===== src/rtl/tdm_pkg.sv =====
// Shared constants and types for the 4-slot TDM receive path.
// Optional build macro: TDM_SYNC_CHECK_EN (missing slot-0 marker drops lock).
package tdm_pkg;

    localparam int NUM_SLOTS = 4;
    localparam int SLOT_W    = 2;

    typedef enum logic {
        HUNT = 1'b0,
        LOCK = 1'b1
    } state_e;

    localparam logic [SLOT_W-1:0] SLOT0 = 2'd0;
    localparam logic [SLOT_W-1:0] SLOT1 = 2'd1;
    localparam logic [SLOT_W-1:0] SLOT2 = 2'd2;
    localparam logic [SLOT_W-1:0] SLOT3 = 2'd3;

endpackage


===== src/rtl/tdm_demux4_if.sv =====
// Serial-link input and parallel-channel output bundle of the TDM demux.
// The link side (master) drives DIN/EN/SYNC; the demux (slave) drives the rest.
interface tdm_demux4_if #(
    parameter int W = 1
);
    import tdm_pkg::*;

    logic [W-1:0]      DIN;
    logic              EN;
    logic              SYNC;
    logic [W-1:0]      Q0;
    logic [W-1:0]      Q1;
    logic [W-1:0]      Q2;
    logic [W-1:0]      Q3;
    logic              FRAME_VALID;
    logic              LOCKED;
    logic [SLOT_W-1:0] SLOT;
    logic              SYNC_ERR;

    modport master (
        output DIN, EN, SYNC,
        input  Q0, Q1, Q2, Q3, FRAME_VALID, LOCKED, SLOT, SYNC_ERR
    );

    modport slave (
        input  DIN, EN, SYNC,
        output Q0, Q1, Q2, Q3, FRAME_VALID, LOCKED, SLOT, SYNC_ERR
    );

endinterface


===== src/rtl/tdm_slot_ctr.sv =====
// Slot position counter: load-to-1 on acquire/realign, load-to-0 on lock loss,
// otherwise increments (mod 4) on each accepted sample.
module tdm_slot_ctr
    import tdm_pkg::*;
(
    input  logic              clk,
    input  logic              rst,
    input  logic              ld1,
    input  logic              ld0,
    input  logic              inc,
    output logic [SLOT_W-1:0] slot
);

    logic [SLOT_W-1:0] slot_q;

    // NOTE: sequential state uses non-blocking (<=) so every flop samples pre-edge values.
    always_ff @(posedge clk) begin
        if (rst) begin
            slot_q <= SLOT0;
        end else if (ld1) begin
            slot_q <= SLOT1;
        end else if (ld0) begin
            slot_q <= SLOT0;
        end else if (inc) begin
            slot_q <= slot_q + SLOT_W'(1);
        end
    end

    assign slot = slot_q;

endmodule


===== src/rtl/tdm_demux4.sv =====
// 4-slot TDM demultiplexer: acquires alignment from SYNC, shadows slots 0..2
// and publishes all four channels on slot 3. Macro: TDM_SYNC_CHECK_EN.
module tdm_demux4
    import tdm_pkg::*;
#(
    parameter int W = 1
) (
    input  logic          CLK,
    input  logic          RST,
    tdm_demux4_if.slave   bus
);

    state_e            state_q, state_d;
    logic [SLOT_W-1:0] slot;
    logic              ctr_ld1, ctr_ld0, ctr_inc;
    logic              shadow_we, commit, err;
    logic [SLOT_W-1:0] wr_idx;

    logic [W-1:0] shadow0_q, shadow1_q, shadow2_q;
    logic [W-1:0] q0_q, q1_q, q2_q, q3_q;
    logic         frame_valid_q, sync_err_q;

    tdm_slot_ctr u_slot_ctr (
        .clk  (CLK),
        .rst  (RST),
        .ld1  (ctr_ld1),
        .ld0  (ctr_ld0),
        .inc  (ctr_inc),
        .slot (slot)
    );

    always_ff @(posedge CLK) begin
        if (RST) state_q <= HUNT;
        else     state_q <= state_d;
    end

    // NOTE: every always_comb output gets a default first, so no path can infer a latch.
    always_comb begin
        state_d   = state_q;
        ctr_ld1   = 1'b0;
        ctr_ld0   = 1'b0;
        ctr_inc   = 1'b0;
        shadow_we = 1'b0;
        commit    = 1'b0;
        err       = 1'b0;
        wr_idx    = slot;

        unique case (state_q)
            HUNT: begin
                if (bus.EN && bus.SYNC) begin
                    shadow_we = 1'b1;
                    wr_idx    = SLOT0;
                    ctr_ld1   = 1'b1;
                    state_d   = LOCK;
                end
            end
            LOCK: begin
                if (bus.EN) begin
                    if (bus.SYNC && slot != SLOT0) begin
                        // Early marker: restart the frame on this sample.
                        err       = 1'b1;
                        shadow_we = 1'b1;
                        wr_idx    = SLOT0;
                        ctr_ld1   = 1'b1;
`ifdef TDM_SYNC_CHECK_EN
                    end else if (!bus.SYNC && slot == SLOT0) begin
                        err     = 1'b1;
                        ctr_ld0 = 1'b1;
                        state_d = HUNT;
`endif
                    end else if (slot == SLOT3) begin
                        commit  = 1'b1;
                        ctr_inc = 1'b1;
                    end else begin
                        shadow_we = 1'b1;
                        ctr_inc   = 1'b1;
                    end
                end
            end
            default: state_d = HUNT;
        endcase
    end

    // NOTE: shadow regs are reset along with the outputs so a reset never exposes stale channel data.
    always_ff @(posedge CLK) begin
        if (RST) begin
            shadow0_q <= '0;
            shadow1_q <= '0;
            shadow2_q <= '0;
        end else if (shadow_we) begin
            unique case (wr_idx)
                SLOT0:   shadow0_q <= bus.DIN;
                SLOT1:   shadow1_q <= bus.DIN;
                default: shadow2_q <= bus.DIN;
            endcase
        end
    end

    always_ff @(posedge CLK) begin
        if (RST) begin
            q0_q          <= '0;
            q1_q          <= '0;
            q2_q          <= '0;
            q3_q          <= '0;
            frame_valid_q <= 1'b0;
            sync_err_q    <= 1'b0;
        end else begin
            frame_valid_q <= commit;
            sync_err_q    <= err;
            if (commit) begin
                q0_q <= shadow0_q;
                q1_q <= shadow1_q;
                q2_q <= shadow2_q;
                q3_q <= bus.DIN;
            end
        end
    end

    assign bus.Q0          = q0_q;
    assign bus.Q1          = q1_q;
    assign bus.Q2          = q2_q;
    assign bus.Q3          = q3_q;
    assign bus.FRAME_VALID = frame_valid_q;
    assign bus.SYNC_ERR    = sync_err_q;
    assign bus.LOCKED      = (state_q == LOCK);
    assign bus.SLOT        = slot;

endmodule


===== src/flat_wrapper.sv =====
// flat-port wrapper written by rule: the top's interface ports become plain ports
module tdm_demux4_flat import tdm_pkg::*;
#(
    parameter int W = 1
)
  (CLK, RST, bus_DIN, bus_EN, bus_SYNC, bus_Q0, bus_Q1, bus_Q2, bus_Q3, bus_FRAME_VALID, bus_LOCKED, bus_SLOT, bus_SYNC_ERR);
  tdm_demux4_if #(.W(W)) bus_i ();
  input  logic CLK;
  input  logic RST;
  input wire logic [$bits(bus_i.DIN)-1:0] bus_DIN;
  input wire logic [$bits(bus_i.EN)-1:0] bus_EN;
  input wire logic [$bits(bus_i.SYNC)-1:0] bus_SYNC;
  output wire logic [$bits(bus_i.Q0)-1:0] bus_Q0;
  output wire logic [$bits(bus_i.Q1)-1:0] bus_Q1;
  output wire logic [$bits(bus_i.Q2)-1:0] bus_Q2;
  output wire logic [$bits(bus_i.Q3)-1:0] bus_Q3;
  output wire logic [$bits(bus_i.FRAME_VALID)-1:0] bus_FRAME_VALID;
  output wire logic [$bits(bus_i.LOCKED)-1:0] bus_LOCKED;
  output wire logic [$bits(bus_i.SLOT)-1:0] bus_SLOT;
  output wire logic [$bits(bus_i.SYNC_ERR)-1:0] bus_SYNC_ERR;
  assign bus_i.DIN = bus_DIN;
  assign bus_i.EN = bus_EN;
  assign bus_i.SYNC = bus_SYNC;
  assign bus_Q0 = bus_i.Q0;
  assign bus_Q1 = bus_i.Q1;
  assign bus_Q2 = bus_i.Q2;
  assign bus_Q3 = bus_i.Q3;
  assign bus_FRAME_VALID = bus_i.FRAME_VALID;
  assign bus_LOCKED = bus_i.LOCKED;
  assign bus_SLOT = bus_i.SLOT;
  assign bus_SYNC_ERR = bus_i.SYNC_ERR;
  tdm_demux4 #(.W(W)) u_core (.CLK(CLK), .RST(RST), .bus(bus_i));
endmodule

===== config.mk =====
export PLATFORM = sky130hd
export DESIGN_NAME = tdm_demux4_flat
export DESIGN_NICKNAME = d
export VERILOG_FILES = /design/src/rtl/tdm_pkg.sv /design/src/rtl/tdm_demux4_if.sv /design/src/rtl/tdm_slot_ctr.sv /design/src/rtl/tdm_demux4.sv /design/src/flat_wrapper.sv
export SDC_FILE = /design/constraint.sdc
export NUM_CORES = 1
export LEC_CHECK = 0
export CORE_MARGIN = 3
export CORE_UTILIZATION = 32
export DETAILED_ROUTE_END_ITERATION = 8
export GPL_ROUTABILITY_DRIVEN = 0
export PLACE_DENSITY = 0.57
export SLEW_MARGIN = 20
export SYNTH_ARGS = -nofsm -noshare
export SYNTH_HDL_FRONTEND = slang
export SYNTH_HIERARCHICAL = 1
export SYNTH_SLANG_ARGS = --single-unit

===== constraint.sdc =====
create_clock -name CLK -period 1.3 [get_ports CLK]
set_input_delay 0.195 -clock CLK [delete_from_list [all_inputs] [get_ports CLK]]
set_output_delay 0.195 -clock CLK [all_outputs]
set_load 0.03 [all_outputs]

# Word-level counts from Yosys, hierarchy flattened
# Cells that the tools add are included.
[word_totals] register_bits=12 word_cells=50 output_inout_bits=9
[op_classes] reduce_logical=11 eq_ne=2 mux=22 bitwise_logic=2 add_sub_neg=1
[op_table] cell="$mux W1" n=16
[op_table] cell="$mux W2" n=3
[op_table] cell="$reduce_and A2 Y1" n=3
[op_table] cell="$reduce_or A2 Y1" n=3
[op_table] cell="$pmux W1 S2" n=2
[op_table] cell="$pmux W2 S2" n=1
[op_table] cell="$reduce_bool A2 Y1" n=2
[op_table] cell="$add A2 B1 Y2 const B" n=1
[op_table] cell="$eq A2 B1 Y1 const B" n=1
[op_table] cell="$eq A2 B2 Y1 const B" n=1
[op_table] cell="$logic_and A1 B1 Y1" n=2
[op_table] cell="$logic_not A2 Y1" n=1
[op_table] cell="$not A1 Y1" n=2

# Depth between registers and ports, before layout
[logic_depth] word_depth=9 depth_mapped=5 depth_no_buf=5

# By module
# Netlist, hierarchy kept.
[by_module_without_submodules] module="tdm_demux4" area_per_inst_um2=459.2 n_inst=1 cells_each=42 seq_area_each_um2=200.2
[by_module_without_submodules] module="tdm_slot_ctr" area_per_inst_um2=95.1 n_inst=1 cells_each=9 seq_area_each_um2=40.0

# Worst setup path after synthesis
# Ideal clock, no wire load.
[synth_timing] path_kind="reg2reg" startpoint="register u_core.u_slot_ctr.slot_q[1] (netlist: u_core/u_slot_ctr/slot[1])" endpoint="register u_core.u_slot_ctr.slot_q[1] (netlist: u_core/u_slot_ctr/slot[1])" synth_period_minus_slack_ns=1.378 path_slack_ns=-0.078 stages_incl_launch_ff=6 t_required_ns=1.221 arrival_time_ns=1.299 setup_ns=0.079 cell_sequence="dfxtp_1 nor2_1 nor2b_1 nor2_1 a21bo_1 a211oi_2"
[synth_between] word_cells_on_any_way=10 classes_between="1 x add/sub; 6 x mux; 3 x reduce/logical"
[synth_lines] item="from (decl)" line="tdm_slot_ctr.sv:14" source="logic [SLOT_W-1:0] slot_q;"
[synth_lines] item="from (signal assigned)" line="tdm_slot_ctr.sv:25" source="slot_q <= slot_q + SLOT_W'(1);"
[synth_lines] item="$reduce_bool A2 Y1" line="tdm_demux4.sv:59" source="if (bus.SYNC && slot != SLOT0) begin"
[synth_lines] item="$logic_and A1 B1 Y1" line="tdm_demux4.sv:59"
[synth_lines] item="$mux W1" line="tdm_demux4.sv:59"
[synth_lines] item="$mux W1" line="tdm_demux4.sv:58" source="if (bus.EN) begin"
[synth_lines] item="$mux W1" line="tdm_demux4.sv:48" source="unique case (state_q)"
[synth_lines] item="named net u_core.ctr_inc" line="tdm_demux4.sv:15" source="logic ctr_ld1, ctr_ld0, ctr_inc;"
# The timed path passes the listed nets, and every way through them passes these cells.
# A chain may end at the register's enable or synchronous reset.

# Worst setup path in the final report
[layout_timing] startpoint="register u_core.state_q (netlist: u_core/bus.LOCKED)" endpoint="output bus_LOCKED"
[layout_lines] item="from (decl)" line="tdm_demux4.sv:13" source="state_e state_q, state_d;"
[layout_lines] item="from (signal assigned)" line="tdm_demux4.sv:34" source="else state_q <= state_d;"
[layout_lines] item="to (decl)" line="flat_wrapper.sv:18" source="output wire logic [$bits(bus_i.LOCKED)-1:0] bus_LOCKED;"
# No word-level cell between the ends.

==> results.yml <==
routing:
  routed_wl_um: 1060
  drcViolationCount: 0
  wire_per_inst_um: 11.5
  vias: 447
  final_antenna_net_count: 0
  vias_per_cell: 4.86
  drt_iter0_drc: 3
  firstDrtPassIters: 2
clocking:
  clkLatencyLatePin_ns: 0.28
  clockBufferDepth: 2
  cts_root_buf: "clkbuf_4"
  cts_setup_buffers: 0
  htreeDepth: 1
  cts_tree: "yes"
  path_clk_slew_ns: 0.08
  clock-sinks: 12
  cts_buffers: 3
  cts_hold_buffers: 0
hold_path:
  hold_path_class: "flop to flop"
die:
  die_x_um: 47.6
  start_util_pct: 35.2
  core_area_sq_um: 1580
  dieArea_sq_um: 2270
  die_h_um: 47.6
  pin_count: 14
  rows: 14
sta:
  setup_viol: 0
  drv_slew: 0
  hold_viol: 0
  fin_tns_setup_ns: 0
  holdWs_ns: 0.479
  period_minus_slack_ns: 1.22
  post-route-period-util_pct: 93.6
  clock_skew_ns: 0.0105
  fmax_ghz: 0.822
  timing.final.ws_setup_ns: 0.0829
yosys:
  synth_cells: 51
  synth_warnings: 6
  synth_fp_nets: 56
  async_flop_share_pct: 0
  ys_seq_area_share_pct: 43.3
  synth_ff_type: "dfxtp_1"
  synth-seq-cells: 12
  avgSynthCellArea_sq_um: 10.9
  syn_area_sq_um: 554
  yosysUniqueCellTypes: 22
  synth_edf_count: 0
critical_path:
  start_kind: "flop"
  cpPeakStageDelay_ns: 0.39
  critPathArrivalTime_ns: 1.02
  critPathKind: "flop to primary output"
  critPathCaptureType: "primary output"
  cpMaxStageDelayCell: "dlygate4sd2_1"
  crit_chain: "dlygate4sd2_1"
  cp_num_buf_inv: 1
  r2r_slack_ns: 0.11
  crit_fanout: 3
  critical_path.top_delay_family: "buffers and inverters"
  required_ns: 1.11
power:
  ir_drop_v: 0.000830
  power.leakage_nw: 0.354
  power_mw: 0.788
  power_density_nw_per_um2: 988
placed_design:
  place.detailed.hpwl_um: 784
  placed_cells: 88
  dp_worst_setup_slack_ns: -0.173
  placed_cell_area_sq_um: 767
  port_buffers: 13
cells_and_area:
  seq_area_sq_um: 244
  multiInputGateArea_sq_um: 309
  syn2layout_area_growth_pct: 43.8
  layout_common_cells: "11 x buf_4, 9 x dfxtp_1, 8 x nand2b_1"
  stdcell_count: 92
  final_common_cell: "buf_4"
  nFillCells: 158
  drive_gt1_share_pct: 35.5
  postLayoutCoreUtil_pct: 50.6
  nets: 82
  num_antenna_cells: 0
  final_area_sq_um: 797
grt:
  grt_overflow_total: 0
  grt_pass1_vias: 417
  grt_pass1_wl_um: 1860
  antenna_found_initial: 0
  gr-usage-all-layers_pct: 12.5
  grt_max_degree: 9
flow_run:
  max-cap-violations: 0
status:
  outcome: "finished clean"
[flip-flops by register name, summed over array words and instances, names as in the netlist]
name,count
u_core/bus.FRAME_VALID,1
u_core/bus.LOCKED,1
u_core/bus.Q0,1
u_core/bus.Q1,1
u_core/bus.Q2,1
u_core/bus.Q3,1
u_core/bus.SYNC_ERR,1
u_core/shadow0_q,1
u_core/shadow1_q,1
u_core/shadow2_q,1
u_core/u_slot_ctr/slot,2
[path summary, 6_finish.rpt]
| path | cells past startpoint | from | end |
|---|---|---|---|
| setup / recovery | 1 | u_core/bus.LOCKED | bus_LOCKED |
| hold / removal | 2 | u_core/bus.Q1 | u_core/bus.Q1 |
| setup reg to reg | 5 | u_core/u_slot_ctr/slot[0] | u_core/u_slot_ctr/slot[1] |
| hold reg to reg | 2 | u_core/bus.Q1 | u_core/bus.Q1 |
[cells by family (layout without fill, tap and decap cells)]
group	after synthesis	count (layout)	share of synthesized area, %
compound gates	6	6	9.26
xor+xnor	1	1	1.58
buf+inv	2	27	1.35
flops	12	12	43.3
mux	7	7	12.6
other cells	1	1	0.677
simple gates	22	22	31.2
[area by class of cell]
class | count | share of cell area [%]
sequential | 12 | 30.6
tap | 16 | 2.51
clock buffer | 4 | 4.55
timing repair buffer | 22 | 23.1
inverter | 1 | 0.471
multi-input combinational | 37 | 38.8
[cell usage after synthesis (2+ instances only)]
cell	instances	area, sq um
dfxtp_1	12	240
nor4b_2	2	30.0
mux2i_1	7	70.1
nor2_1	4	15.0
a21oi_1	2	10.0
nand2b_1	8	50.1
[report_power, final]
group,total [mW],internal [mW],switching [mW]
Sequential,0.383,0.375,0.00819
Clock,0.303,0.170,0.133
Combinational,0.101,0.0528,0.0483
Total,0.788,0.598,0.189
[timing repair]
| item | in CTS | in global routing |
|---|---|---|
| gates cloned | 0 | 0 |
| resized for setup | 7 | 1 |
| setup endpoints to repair | 7 | 2 |
[per-layer routing]
metal	global-route usage, %	share of wire, %	up-vias	wire length (um)
met2	19.3	46	11	483
met1	13.5	46	203	487
met3	7.14	6.8	2	72
met5	0	0	-	0
li1	-	-	231	-
met4	6.45	1.2	0	13
Power figures use the tool's default switching activity.
